`src/rtl/hex_display_scanner.sv`:
```
// Multiplexed hex display scanner: walks NUM_DIGITS slots of REFRESH_DIV clocks, driving one
// shared decoder nibble plus active-low anodes, with frame-aligned double buffering.
module hex_display_scanner #(
   parameter int NUM_DIGITS  = 4,
   parameter int REFRESH_DIV = 50000,
   parameter int BLANK_GAP   = 500
) (
   input  logic                    clk,
   input  logic                    reset,
   input  logic [4*NUM_DIGITS-1:0] value,
   input  logic                    load,
   input  logic                    blank_lz,
   input  logic [NUM_DIGITS-1:0]   digit_en,
   output logic                    x3,
   output logic                    x2,
   output logic                    x1,
   output logic                    x0,
   output logic                    En,
   output logic [NUM_DIGITS-1:0]   dig_sel,
   output logic                    frame_done
);

   localparam int IW       = (NUM_DIGITS > 1) ? $clog2(NUM_DIGITS) : 1;
   localparam int OW       = $clog2(REFRESH_DIV);
   localparam int SHOW_LEN = REFRESH_DIV - BLANK_GAP;
   localparam logic [IW-1:0] IDX_LAST = IW'(NUM_DIGITS - 1);
   localparam logic [OW-1:0] OFF_LAST = OW'(REFRESH_DIV - 1);

   // Position is held as (slot index, offset in slot); together they form the frame position
   // to be presented at the next edge.
   logic [IW-1:0]           idx;
   logic [OW-1:0]           off;
   logic [4*NUM_DIGITS-1:0] pending;
   logic [4*NUM_DIGITS-1:0] display;
   logic                    pend_valid;
   logic [3:0]              nib;
   logic [3:0]              x_q;
   logic [NUM_DIGITS-1:0]   tail_zero;
   logic                    zero_run;
   logic                    show;
   logic                    last;
   logic                    lit;

   // tail_zero[i]: displayed digits NUM_DIGITS-1 down to i are all zero
   always_comb begin
      zero_run  = 1'b1;
      tail_zero = '0;
      for (int i = NUM_DIGITS - 1; i >= 0; i--) begin
         zero_run     = zero_run & (display[4*i +: 4] == 4'h0);
         tail_zero[i] = zero_run;
      end
      nib  = display[4*idx +: 4];
      show = int'(off) < SHOW_LEN;
      last = (idx == IDX_LAST) && (off == OFF_LAST);
      lit  = digit_en[idx] & ~(blank_lz & (idx != '0) & tail_zero[idx]);
   end

   always_ff @(posedge clk) begin
      if (reset) begin
         idx        <= '0;
         off        <= '0;
         pending    <= '0;
         display    <= '0;
         pend_valid <= 1'b0;
         x_q        <= 4'h0;
         En         <= 1'b0;
         dig_sel    <= '1;
         frame_done <= 1'b0;
      end else begin
         x_q        <= nib;
         En         <= show & lit;
         dig_sel    <= '1;
         if (show) dig_sel[idx] <= ~lit;
         frame_done <= last;

         if (off == OFF_LAST) begin
            off <= '0;
            idx <= (idx == IDX_LAST) ? '0 : idx + 1'b1;
         end else begin
            off <= off + 1'b1;
         end

         if (load) pending <= value;
         // A load on the frame's last cycle bypasses the pending buffer entirely
         if (last) begin
            if (load)            display <= value;
            else if (pend_valid) display <= pending;
            pend_valid <= 1'b0;
         end else if (load) begin
            pend_valid <= 1'b1;
         end
      end
   end

   assign {x3, x2, x1, x0} = x_q;

endmodule

```
`config.mk`:
```
export PLATFORM = sky130hd
export DESIGN_NAME = hex_display_scanner
export DESIGN_NICKNAME = d
export VERILOG_FILES = /design/src/rtl/hex_display_scanner.sv
export SDC_FILE = /design/constraint.sdc
export NUM_CORES = 1
export LEC_CHECK = 0
export CAP_MARGIN = 10
export CELL_PAD_IN_SITES_DETAIL_PLACEMENT = 1
export CELL_PAD_IN_SITES_GLOBAL_PLACEMENT = 1
export CORE_MARGIN = 5
export CORE_UTILIZATION = 30
export DETAILED_ROUTE_END_ITERATION = 6
export GPL_ROUTABILITY_DRIVEN = 0
export PLACE_DENSITY = 0.63
export REMOVE_ABC_BUFFERS = 1
export SKIP_LAST_GASP = 1
export SYNTH_ARGS = -nofsm -noshare
export SYNTH_HDL_FRONTEND = slang
export SYNTH_SLANG_ARGS = --single-unit
```
`constraint.sdc`:
```
create_clock -name clk -period 4.6 [get_ports clk]
set_clock_uncertainty 0.05 [all_clocks]
set_input_delay 0.92 -clock clk [delete_from_list [all_inputs] [get_ports clk]]
set_output_delay 0.92 -clock clk [all_outputs]
set_load 0.005 [all_outputs]
```
==> reports/qor.yml <==
place:
  place_hpwl_mm: 3.98
  io_buffers: 33
  dpl_worst_slack_ns: 1.40
  dp_cells: 379
floorplan:
  die_area_um2: 10700
  die_h_um: 103
  coreArea_um2: 8590
  initial_utilization: 0.304
  row_count: 34
  ioPinCount: 34
  fp.dieW_um: 103
logic_synthesis:
  synth_cell_types: 33
  synth-seq-cells: 61
  synth.area.top_cells: "dfxtp_1, mux2i_1, mux2_4"
  synth_flop_cell: "dfxtp_1"
  synth_top_area_cell: "dfxtp_1"
  syn-cell-area_um2: 2610
  syn-instance-count: 250
  yosys.area.top_type_share: 0.467
  yosysMostFrequentCell: "dfxtp_1"
  ys_seq_area_frac: 0.467
  synth_edf_count: 0
  async_flop_share: 0
  synth_common_cells: "dfxtp_1, nor2_1, nor2b_1"
  yosysWarningCount: 0
  synth_area_per_cell_um2: 10.5
power_and_ir_drop:
  swShare: 0.239
  p_int_mw: 0.824
  p_seq_frac: 0.504
  p_sw_mw: 0.258
  power.total_mw: 1.08
  clockPowerShare: 0.442
  power_density_nw_per_um2: 337
  p_comb_frac: 0.054
  irDropWorstVdd_uv: 181
  p_leak_nw: 1.23
timing:
  tightestPinTransition_ns: 0.945
  min_period_over_period: 0.621
  period_needed_ns: 2.86
  fmax_ghz: 0.350
  worst_slack_ns: 1.74
  finalHoldViolCount: 0
  drv_slew: 0
  slew_headroom: 0.362
  rsz0062_at_grt: "false"
  setup_viol: 0
  tns_ns: 0
worst_setup_path:
  crit_slowest_cell: "or3b_1"
  cp-start-kind: "register"
  crit_chain: "or4_4 -> or4_4 -> or3b_1 -> mux2_4"
  cpPeakStageDelay_ns: 0.75
  crit_type: "reg2reg"
  crit_required_ns: 4.78
  endpoint_kind: "register"
  arrival_ns: 3.04
  cpMostUsedCell: "or4_4"
  cp_max_fo: 16
clocking:
  cts_buffers: 9
  cts_buffer_depth: 2
  cts_hold_buf: 0
  clk_pin_slew_ns: 0.07
  post_cts_buffers: 0
  cts-root-buf: "clkbuf_8"
  insertion_delay_ns: 0.35
  htreeDepth: 3
  cts_tree: "done"
  cts_sinks: 61
  ctsResizeCount: 0
global_routing:
  grt_max_degree: 19
  grt_pass1_wl_mm: 9.36
  overflow: 0
  grt_pass1_vias: 1947
  grt_usage: 0.115
  antenna_found_initial: 0
routing:
  routed_wl_mm: 5.66
  via_per_inst: 4.71
  drtAntennaViolNets: 0
  drtIter0Drc: 52
  drcViolationCount: 0
  dr_total_vias: 1862
  wl_per_cell_um: 14.3
  drt-pass1-iter-count: 4
final_layout:
  nNetsFinal: 311
  layout.cells.non_filler: 395
  fin_util: 0.373
  antennaDiodeCount: 0
  drive_gt1_frac: 0.150
  area_delta_synth_final_pct: 22.8
run_status:
  outcome: "complete, no violations"
run:
  drv_cap: 0
hold_path:
  hold_class: "reg2reg"
==> worst paths after layout <==
path	startpoint	end	slack, ns	depth (start not counted)
max	off[11]	display[11]	1.74	4
min	off[0]	off[0]	0.44	1
max reg2reg	off[11]	display[11]	1.74	4
min reg2reg	off[0]	off[0]	0.44	1
==> metal layers <==
metal  routed length [um]  global-route usage  vias to the layer above
met2                 2800               0.201                       28
li1                     -                   -                      925
met4                  100              0.0418                        0
met1                 2470               0.128                      899
met3                  288              0.0396                       10
met5                    0                   0                        -
==> worst max-delay path, delay by kind of cell, from the launching register on <==
kind          cells  cell delay, ns
simple gates      3            1.90
flops             1            0.37
mux               1            0.44
==> placed cells by master (no fill, tap or decap), types with 5 or more instances in the layout <==
master	synthesis	final
nor3_1	5	5
nor2_1	35	35
nand3_1	9	9
nand2_1	6	6
ha_1	5	5
clkdlybuf4s50_1	0	33
xnor2_1	11	11
mux2_2	6	6
clkbuf_8	0	9
nand4_1	9	9
mux4_2	5	5
nor4_1	9	9
inv_1	5	5
mux2_4	10	10
dfxtp_1	61	61
mux2i_1	16	16
nor2b_1	21	21
==> power by group through the flow <==
stage                     registers, mW  logic (mW)  clock network (mW)
after floorplan                   0.556      0.0210                   0
after detailed placement          0.558      0.0595                   0
final                             0.545      0.0581               0.478
after global routing              0.547      0.0652               0.515
after global placement            0.557      0.0583                   0
after CTS                         0.545      0.0600               0.496
==> cells by family (layout without fill, tap and decap cells) <==
family | count (synthesis) | in the layout | share of synthesized area
AOI/OAI and AO/OA | 8 | 8 | 0.0192
xor gates and xnor gates | 14 | 14 | 0.0469
adders and majority gates | 5 | 5 | 0.0239
buffers and inverters | 20 | 57 | 0.0412
DFF | 61 | 61 | 0.467
muxes | 37 | 37 | 0.188
and+or+nand+nor | 105 | 105 | 0.214
==> layout make-up <==
class                   count  area [um^2]
fillers                   973         5390
multi-input cells         169         1280
flip-flops and latches     61         1220
repair buffers             36          353
well taps                 108          135
clock buffers               9          124
clock inverters             7         72.6
inverters                   5         18.8
==> sequential cells by signal, summed over array words and instances (netlist names) <==
| signal | flops |
|---|---|
| En | 1 |
| dig_sel | 4 |
| display | 16 |
| frame_done | 1 |
| idx | 2 |
| off | 16 |
| pend_valid | 1 |
| pending | 16 |
| x_q | 4 |
==> stage by stage <==
| stage | instance area [um^2] | hold WS, ns |
|---|---|---|
| after floorplan | 2520 | 0.392 |
| after global placement | 3010 | 0.419 |
| after detailed placement | 3010 | 0.429 |
| after CTS | 3210 | 0.447 |
| after global routing | 3210 | 0.480 |
| final | 3210 | 0.443 |
(Power assumes the default switching activity.)
